$ cat config.mk
export PLATFORM = sky130hd
export DESIGN_NAME = uart_v2
export DESIGN_NICKNAME = d
export VERILOG_FILES = /design/src/rtl/uart_v2.sv
export SDC_FILE = /design/constraint.sdc
export NUM_CORES = 1
export LEC_CHECK = 0
export BUFFER_PORTS_ARGS = -buffer_cell sky130_fd_sc_hd__buf_2
export CORE_MARGIN = 2
export CORE_UTILIZATION = 31
export DETAILED_ROUTE_END_ITERATION = 8
export GPL_TIMING_DRIVEN = 1
export PLACE_DENSITY_LB_ADDON = 0.12
export SYNTH_ARGS = -nofsm -noshare
export SYNTH_HDL_FRONTEND = slang
export SYNTH_SLANG_ARGS = --single-unit
export TNS_END_PERCENT = 10
$ cat constraint.sdc
create_clock -name clk -period 4.7 [get_ports clk]
set_input_delay 0.47 -clock clk [delete_from_list [all_inputs] [get_ports clk]]
set_output_delay 0.47 -clock clk [all_outputs]
set_load 0.03 [all_outputs]
$ cat src/rtl/uart_v2.sv
// ============================================================================
// Module   : uart_v2 (with helper uart_v2_fifo)
// Brief    : Register-mapped UART, TX/RX FIFOs, 16x oversampling, parity,
//            1/2 stop bits, sticky error flags, level irq, loopback.
// Revision : 1.0 - initial release
// ============================================================================
`default_nettype none

module uart_v2_fifo #(
   parameter int WIDTH = 8,
   parameter int DEPTH = 4
) (
   input  logic             clk,
   input  logic             rst,
   input  logic             i_push,
   input  logic [WIDTH-1:0] i_data,
   input  logic             i_pop,
   output logic [WIDTH-1:0] o_data,
   output logic             o_full,
   output logic             o_empty
);
   localparam int c_AW = $clog2(DEPTH);

   logic [WIDTH-1:0] r_mem [DEPTH];
   logic [c_AW-1:0]  r_wptr;
   logic [c_AW-1:0]  r_rptr;
   logic [c_AW:0]    r_count;
   logic             w_do_push;
   logic             w_do_pop;

   assign o_full    = (r_count == (c_AW+1)'(DEPTH));
   assign o_empty   = (r_count == '0);
   assign o_data    = r_mem[r_rptr];
   // A pop frees the slot in the same cycle, so a push into a full FIFO is accepted then
   assign w_do_pop  = i_pop & ~o_empty;
   assign w_do_push = i_push & (~o_full | w_do_pop);

   always_ff @(posedge clk) begin
      if (w_do_push)
         r_mem[r_wptr] <= i_data;
   end

   always_ff @(posedge clk) begin
      if (rst) begin
         r_wptr  <= '0;
         r_rptr  <= '0;
         r_count <= '0;
      end else begin
         if (w_do_push) r_wptr <= r_wptr + 1'b1;
         if (w_do_pop)  r_rptr <= r_rptr + 1'b1;
         case ({w_do_push, w_do_pop})
            2'b10:   r_count <= r_count + 1'b1;
            2'b01:   r_count <= r_count - 1'b1;
            default: r_count <= r_count;
         endcase
      end
   end
endmodule

module uart_v2 #(
   parameter int DATA_W     = 8,
   parameter int FIFO_DEPTH = 4,
   parameter int RESET_DIV  = 16
) (
   input  logic       clk,
   input  logic       rst,
   input  logic [1:0] i_addr,
   input  logic [7:0] i_wdata,
   input  logic       i_wen,
   input  logic       i_ren,
   output logic [7:0] o_rdata,
   input  logic       i_rx,
   output logic       o_tx,
   output logic       o_irq
);
   typedef enum logic [2:0] {
      TX_IDLE = 3'd0, TX_START = 3'd1, TX_DATA = 3'd2, TX_PAR = 3'd3, TX_STOP = 3'd4
   } tx_state_t;
   typedef enum logic [2:0] {
      RX_IDLE = 3'd0, RX_START = 3'd1, RX_DATA = 3'd2, RX_PAR = 3'd3, RX_STOP = 3'd4
   } rx_state_t;

   logic [7:0]        r_con, r_div, r_div_act, r_tick_cnt, r_rdata;
   logic              r_ovr, r_perr, r_ferr, r_irq, r_tx;
   tx_state_t         r_tx_state, w_tx_nxt;
   logic [3:0]        r_tx_cnt, w_tx_cnt_nxt;
   logic [2:0]        r_tx_bit, w_tx_bit_nxt;
   logic [DATA_W-1:0] r_tx_data;
   logic              w_tx_pop, w_tx_bend, w_tx_bitval, w_tx_busy;
   rx_state_t         r_rx_state, w_rx_nxt;
   logic [3:0]        r_rx_cnt, w_rx_cnt_nxt;
   logic [2:0]        r_rx_bit, w_rx_bit_nxt;
   logic [DATA_W-1:0] r_rx_data;
   logic              r_rx_s1, r_rx_s2, r_rx_prev;
   logic              w_rx_in, w_rx_mid, w_rx_shift, w_rx_done, w_perr_set, w_ferr_set;
   logic              w_rx_push, w_ovr_set, w_rxf_pop;
   logic              w_tick, w_wr_con, w_wr_data, w_wr_stat, w_wr_div, w_rd_data;
   logic              w_tx_en, w_rx_en, w_par_en, w_par_odd, w_stop2, w_rxie, w_txie, w_loop;
   logic [DATA_W-1:0] w_txf_data, w_rxf_data;
   logic              w_txf_full, w_txf_empty, w_rxf_full, w_rxf_empty;
   logic [7:0]        w_stat, w_rd_mux;

   assign {w_tx_en, w_rx_en, w_par_en, w_par_odd, w_stop2, w_rxie, w_txie, w_loop} = r_con;
   assign w_wr_con  = i_wen && (i_addr == 2'd0);
   assign w_wr_data = i_wen && (i_addr == 2'd1);
   assign w_wr_stat = i_wen && (i_addr == 2'd2);
   assign w_wr_div  = i_wen && (i_addr == 2'd3);
   assign w_rd_data = i_ren && (i_addr == 2'd1);

   // Divisor changes are staged into r_div_act only at a wrap, so no short/long tick occurs
   assign w_tick = (r_tick_cnt == r_div_act);
   always_ff @(posedge clk) begin
      if (rst) begin
         r_tick_cnt <= 8'd0;
         r_div_act  <= 8'(RESET_DIV);
      end else if (w_tick) begin
         r_tick_cnt <= 8'd0;
         r_div_act  <= r_div;
      end else begin
         r_tick_cnt <= r_tick_cnt + 8'd1;
      end
   end

   uart_v2_fifo #(.WIDTH(DATA_W), .DEPTH(FIFO_DEPTH)) u_txf (
      .clk(clk), .rst(rst), .i_push(w_wr_data), .i_data(i_wdata[DATA_W-1:0]),
      .i_pop(w_tx_pop), .o_data(w_txf_data), .o_full(w_txf_full), .o_empty(w_txf_empty)
   );
   uart_v2_fifo #(.WIDTH(DATA_W), .DEPTH(FIFO_DEPTH)) u_rxf (
      .clk(clk), .rst(rst), .i_push(w_rx_push), .i_data(r_rx_data),
      .i_pop(w_rxf_pop), .o_data(w_rxf_data), .o_full(w_rxf_full), .o_empty(w_rxf_empty)
   );

   assign w_tx_busy = (r_tx_state != TX_IDLE);
   assign w_tx_bend = w_tick && (r_tx_cnt == 4'd15);

   always_ff @(posedge clk) begin
      if (rst) begin
         r_tx_state <= TX_IDLE;
         r_tx_cnt   <= 4'd0;
         r_tx_bit   <= 3'd0;
         r_tx_data  <= '0;
         r_tx       <= 1'b1;
      end else begin
         r_tx_state <= w_tx_nxt;
         r_tx_cnt   <= w_tx_cnt_nxt;
         r_tx_bit   <= w_tx_bit_nxt;
         r_tx       <= w_tx_bitval;
         if (w_tx_pop) r_tx_data <= w_txf_data;
      end
   end

   always_comb begin
      w_tx_nxt     = r_tx_state;
      w_tx_cnt_nxt = r_tx_cnt;
      w_tx_bit_nxt = r_tx_bit;
      w_tx_pop     = 1'b0;
      if (w_tx_busy && w_tick)
         w_tx_cnt_nxt = r_tx_cnt + 4'd1;
      case (r_tx_state)
         TX_IDLE: begin
            if (w_tick && w_tx_en && !w_txf_empty) begin
               w_tx_nxt     = TX_START;
               w_tx_pop     = 1'b1;
               w_tx_cnt_nxt = 4'd0;
               w_tx_bit_nxt = 3'd0;
            end
         end
         TX_START: if (w_tx_bend) w_tx_nxt = TX_DATA;
         TX_DATA: begin
            if (w_tx_bend) begin
               if (r_tx_bit == 3'(DATA_W-1)) begin
                  w_tx_nxt     = w_par_en ? TX_PAR : TX_STOP;
                  w_tx_bit_nxt = 3'd0;
               end else begin
                  w_tx_bit_nxt = r_tx_bit + 3'd1;
               end
            end
         end
         TX_PAR: if (w_tx_bend) w_tx_nxt = TX_STOP;
         TX_STOP: begin
            if (w_tx_bend) begin
               if (w_stop2 && (r_tx_bit == 3'd0)) w_tx_bit_nxt = 3'd1;
               else                               w_tx_nxt     = TX_IDLE;
            end
         end
         default: w_tx_nxt = TX_IDLE;
      endcase
   end

   always_comb begin
      w_tx_bitval = 1'b1;
      case (r_tx_state)
         TX_START: w_tx_bitval = 1'b0;
         TX_DATA:  w_tx_bitval = r_tx_data[r_tx_bit];
         TX_PAR:   w_tx_bitval = ^r_tx_data ^ w_par_odd;
         default:  w_tx_bitval = 1'b1;
      endcase
   end

   assign w_rx_in  = w_loop ? r_tx : r_rx_s2;
   assign w_rx_mid = w_tick && (r_rx_cnt == ((r_rx_state == RX_START) ? 4'd7 : 4'd15));

   always_ff @(posedge clk) begin
      if (rst) begin
         r_rx_s1    <= 1'b1;
         r_rx_s2    <= 1'b1;
         r_rx_prev  <= 1'b1;
         r_rx_state <= RX_IDLE;
         r_rx_cnt   <= 4'd0;
         r_rx_bit   <= 3'd0;
         r_rx_data  <= '0;
      end else begin
         r_rx_s1    <= i_rx;
         r_rx_s2    <= r_rx_s1;
         r_rx_prev  <= w_rx_in;
         r_rx_state <= w_rx_nxt;
         r_rx_cnt   <= w_rx_cnt_nxt;
         r_rx_bit   <= w_rx_bit_nxt;
         if (w_rx_shift) r_rx_data <= {w_rx_in, r_rx_data[DATA_W-1:1]};
      end
   end

   always_comb begin
      w_rx_nxt     = r_rx_state;
      w_rx_cnt_nxt = r_rx_cnt;
      w_rx_bit_nxt = r_rx_bit;
      w_rx_shift   = 1'b0;
      w_rx_done    = 1'b0;
      w_perr_set   = 1'b0;
      w_ferr_set   = 1'b0;
      if ((r_rx_state != RX_IDLE) && w_tick)
         w_rx_cnt_nxt = r_rx_cnt + 4'd1;
      if (w_rx_mid)
         w_rx_cnt_nxt = 4'd0;
      case (r_rx_state)
         RX_IDLE: begin
            if (w_rx_en && r_rx_prev && !w_rx_in) begin
               w_rx_nxt     = RX_START;
               w_rx_cnt_nxt = 4'd0;
            end
         end
         RX_START: begin
            if (w_rx_mid) begin
               w_rx_nxt     = w_rx_in ? RX_IDLE : RX_DATA;
               w_rx_bit_nxt = 3'd0;
            end
         end
         RX_DATA: begin
            if (w_rx_mid) begin
               w_rx_shift = 1'b1;
               if (r_rx_bit == 3'(DATA_W-1)) w_rx_nxt     = w_par_en ? RX_PAR : RX_STOP;
               else                          w_rx_bit_nxt = r_rx_bit + 3'd1;
            end
         end
         RX_PAR: begin
            if (w_rx_mid) begin
               w_perr_set = (w_rx_in != (^r_rx_data ^ w_par_odd));
               w_rx_nxt   = RX_STOP;
            end
         end
         RX_STOP: begin
            // Only the first stop bit is checked; the line is idle-high after it anyway
            if (w_rx_mid) begin
               w_ferr_set = !w_rx_in;
               w_rx_done  = 1'b1;
               w_rx_nxt   = RX_IDLE;
            end
         end
         default: w_rx_nxt = RX_IDLE;
      endcase
      if (!w_rx_en) begin
         w_rx_nxt   = RX_IDLE;
         w_rx_shift = 1'b0;
         w_rx_done  = 1'b0;
         w_perr_set = 1'b0;
         w_ferr_set = 1'b0;
      end
   end

   assign w_rxf_pop = w_rd_data;
   assign w_rx_push = w_rx_done && (!w_rxf_full || (w_rxf_pop && !w_rxf_empty));
   assign w_ovr_set = w_rx_done && !w_rx_push;

   assign w_stat = {w_txf_full, w_txf_empty, w_rxf_full, w_rxf_empty,
                    r_ovr, r_perr, r_ferr, w_tx_busy};

   always_comb begin
      w_rd_mux = 8'h00;
      case (i_addr)
         2'd0:    w_rd_mux = r_con;
         2'd1:    w_rd_mux = w_rxf_empty ? 8'h00 : 8'(w_rxf_data);
         2'd2:    w_rd_mux = w_stat;
         default: w_rd_mux = r_div;
      endcase
   end

   always_ff @(posedge clk) begin
      if (rst) begin
         r_con   <= 8'h00;
         r_div   <= 8'(RESET_DIV);
         r_ovr   <= 1'b0;
         r_perr  <= 1'b0;
         r_ferr  <= 1'b0;
         r_rdata <= 8'h00;
         r_irq   <= 1'b0;
      end else begin
         if (w_wr_con) r_con <= i_wdata;
         if (w_wr_div) r_div <= i_wdata;
         // Set has priority over a same-cycle write-one-to-clear
         r_ovr  <= w_ovr_set  | (r_ovr  & ~(w_wr_stat & i_wdata[3]));
         r_perr <= w_perr_set | (r_perr & ~(w_wr_stat & i_wdata[2]));
         r_ferr <= w_ferr_set | (r_ferr & ~(w_wr_stat & i_wdata[1]));
         if (i_ren) r_rdata <= w_rd_mux;
         r_irq <= (w_rxie & ~w_rxf_empty) | (w_txie & w_txf_empty & ~w_tx_busy);
      end
   end

   assign o_rdata = r_rdata;
   assign o_tx    = r_tx;
   assign o_irq   = r_irq;
endmodule

`default_nettype wire

==> impl_metrics.ini <==
[run_status]
status = finished clean

[floorplanning]
core_area_sq_um = 24100
die_w_microns = 160
dieHeight_microns = 160
start_util_pct = 31.3
io_pins = 25
num_rows = 57
dieArea_sq_um = 25600

[placed_design]
numPortBuffers = 24
placed_area_sq_um = 7950
pre_cts_ws_ns = 1.72
gp_congestion = 0.781
dp_hpwl_mm = 13.8

[run]
maxCapViolations = 0

[drt]
drt-total-wl_mm = 19.0
drt-met1-wl_mm = 8.72
drc = 0
top_layer = met4
drt_iter0_drc = 273
dr_total_vias = 5233
vias_per_cell = 5.05
wl_met3_microns = 759
firstDrtPassIters = 5
antenna_left = 0
wl_per_cell_microns = 18.4
met2_wirelength_mm = 9.17

[layout]
drive_above_1_share_pct = 13.6
mostFrequentLayoutCell = dfxtp_1
synthToLayoutAreaGrowth_pct = 13.6
fin_area_sq_um = 8580
diodes = 0
final_nets = 734
layout_common_cells = dfxtp_1, nand2_1, edfxtp_1, nor2_1, a21oi_1
postLayoutCoreUtil_pct = 35.6

[yosys]
synth-seq-cells = 164
yosysWarnings = 0
synth_top_cell_area_share_pct = 26.5
synth-seq-area-share_pct = 51.9
netlist_area_sq_um = 7550
ys_top_cells_by_area = dfxtp_1, edfxtp_1, mux4_2
synthFlopType = dfxtp_1
synthArstFlopShare_pct = 0
synth_edf_count = 64
avgSynthCellArea_sq_um = 11.0
synth_top_area_cell = dfxtp_1
synthCells = 687
yosysUniqueCellTypes = 74
syn_nets = 722

[clock_tree]
post-cts-setup-buffers = 0
cts_buffer_depth = 2
cts.sinks = 164
tritoncts = built
htree_levels = 4
clock_latency_ns = 0.43
cts_hold_buf = 0
root_buffer = clkbuf_16
numCtsBuffers = 17
clk_pin_slew_ns = 0.07
cts_resized = 0

[global_route]
grt_start_max_net_pins = 47
grt_pass1_vias = 5276
overflow = 0
grt.total_usage_pct = 15.5
antenna_found_initial = 0
grt_pass1_wl_mm = 30.4

[worst_hold_path]
hp-class = primary input to register

[sta]
setup_slack_ns = 1.63
period_share_pct = 65.4
finalHoldViolations = 0
final.setup_skew_ns = 0.0139
fin_tns_setup_ns = 0
report.final.slew_viol_count = 0
max-slew-margin-rel_pct = 52.1
max_freq_mhz = 325
rsz0062_at_grt = no
setup_viol = 0
min_period_ns = 3.07
tightest_slew_ns = 0.715

[critical_path]
cp-start-kind = register
crit_path_frequent_cell = inv_1
worstSetupEndpointType = register
critPathSlowestCell = nor4_4
crit_family = simple AND/OR/NAND/NOR gates
cpPeakStageDelay_ns = 0.64
cp.buffers_inverters = 2
crit_arrival_ns = 3.43
worstPathRequired_ns = 5.06
cp_max_fo = 9
path_cells = xnor2_1 > nand4_1 > nor4_4 > and2_1 > inv_1 > ha_1 > inv_1 > fa_1 > xor2_1 > or3_1 > a21oi_1
worstSetupPathType = register to register

[pwr]
cellPowerDensity_nw_per_um2 = 363
ir_drop_v = 0.000194
p_leak_uw = 0.00302
routing by layer:
metal / up-vias / global-route usage [%]
met1: 2584 / 20.9
met3: 28 / 3.01
met5: - / 0
met4: 0 / 5.49
met2: 112 / 25.1
li1: 2509 / -
stage by stage:
stage	std cells	hold WS, ns	power, uW
6_report	1036	0.230	3120
5_1_grt	1036	0.230	3230
4_1_cts	1036	0.217	3160
3_5_place_dp	1004	0.403	1660
3_3_place_gp	1004	0.400	1650
2_1_floorplan	687	0.389	1610
cells in the mapped netlist (9+ instances only):
| cell | n |
|---|---|
| and2_1 | 9 |
| nand2b_1 | 9 |
| clkbuf_1 | 24 |
| nand3_1 | 28 |
| a21oi_1 | 44 |
| ha_1 | 18 |
| o21ai_0 | 18 |
| xnor2_1 | 28 |
| edfxtp_1 | 64 |
| nor2_1 | 57 |
| nor2b_1 | 9 |
| and3_1 | 12 |
| xor2_1 | 18 |
| inv_1 | 17 |
| nand2_1 | 78 |
| mux4_2 | 18 |
| mux2i_1 | 22 |
| dfxtp_1 | 100 |
registers in the layout (all words and copies together) (netlist names), 4 cells and up, named ones only:
name / cells
r_tick_cnt: 8
r_rx_cnt: 4
u_rxf.r_mem: 32
o_rdata: 8
r_tx_cnt: 4
r_div_act: 8
r_div: 8
r_rx_data: 8
r_con: 8
r_tx_data: 8
u_txf.r_mem: 32
area by class of cell:
class / instances / area, sq um
Timing Repair Buffer: 26 / 135
Fill cell: 2441 / 15500
Clock buffer: 18 / 439
Clock inverter: 14 / 189
Multi-Input combinational cell: 471 / 3410
Tap cell: 324 / 405
Inverter: 19 / 71.3
Sequential cell: 164 / 3920
worst paths after layout:
path | startpoint | endpoint | slack [ns] | depth (start not counted)
max | r_tick_cnt[2] | u_rxf.r_count[2] | 1.63 | 11
min | i_rx | r_rx_s1 | 0.23 | 2
max reg2reg | r_tick_cnt[2] | u_rxf.r_count[2] | 1.63 | 11
min reg2reg | r_rx_s1 | r_rx_s2 | 0.41 | 1
cells by family (layout without fill, tap and decap cells):
kind of cell | count (synthesis) | in the layout | synth area share (%)
AND/OR/NAND/NOR | 251 | 251 | 17.5
AO/OA/AOI/OAI | 108 | 108 | 9.43
buffers and inverters | 52 | 77 | 2.85
XOR/XNOR | 49 | 49 | 6.06
adder cells (fa/ha/maj) | 20 | 20 | 3.51
multiplexers | 43 | 43 | 8.73
flip-flops | 164 | 164 | 51.9
power by group:
group          total, uW  internal [uW]  switching (uW)  leakage (uW)
Sequential          1500           1490            16.6       0.00147
Combinational        122           38.0            84.0       0.00124
Clock               1490            869             623      0.000309
Power figures use the tool's default switching activity.
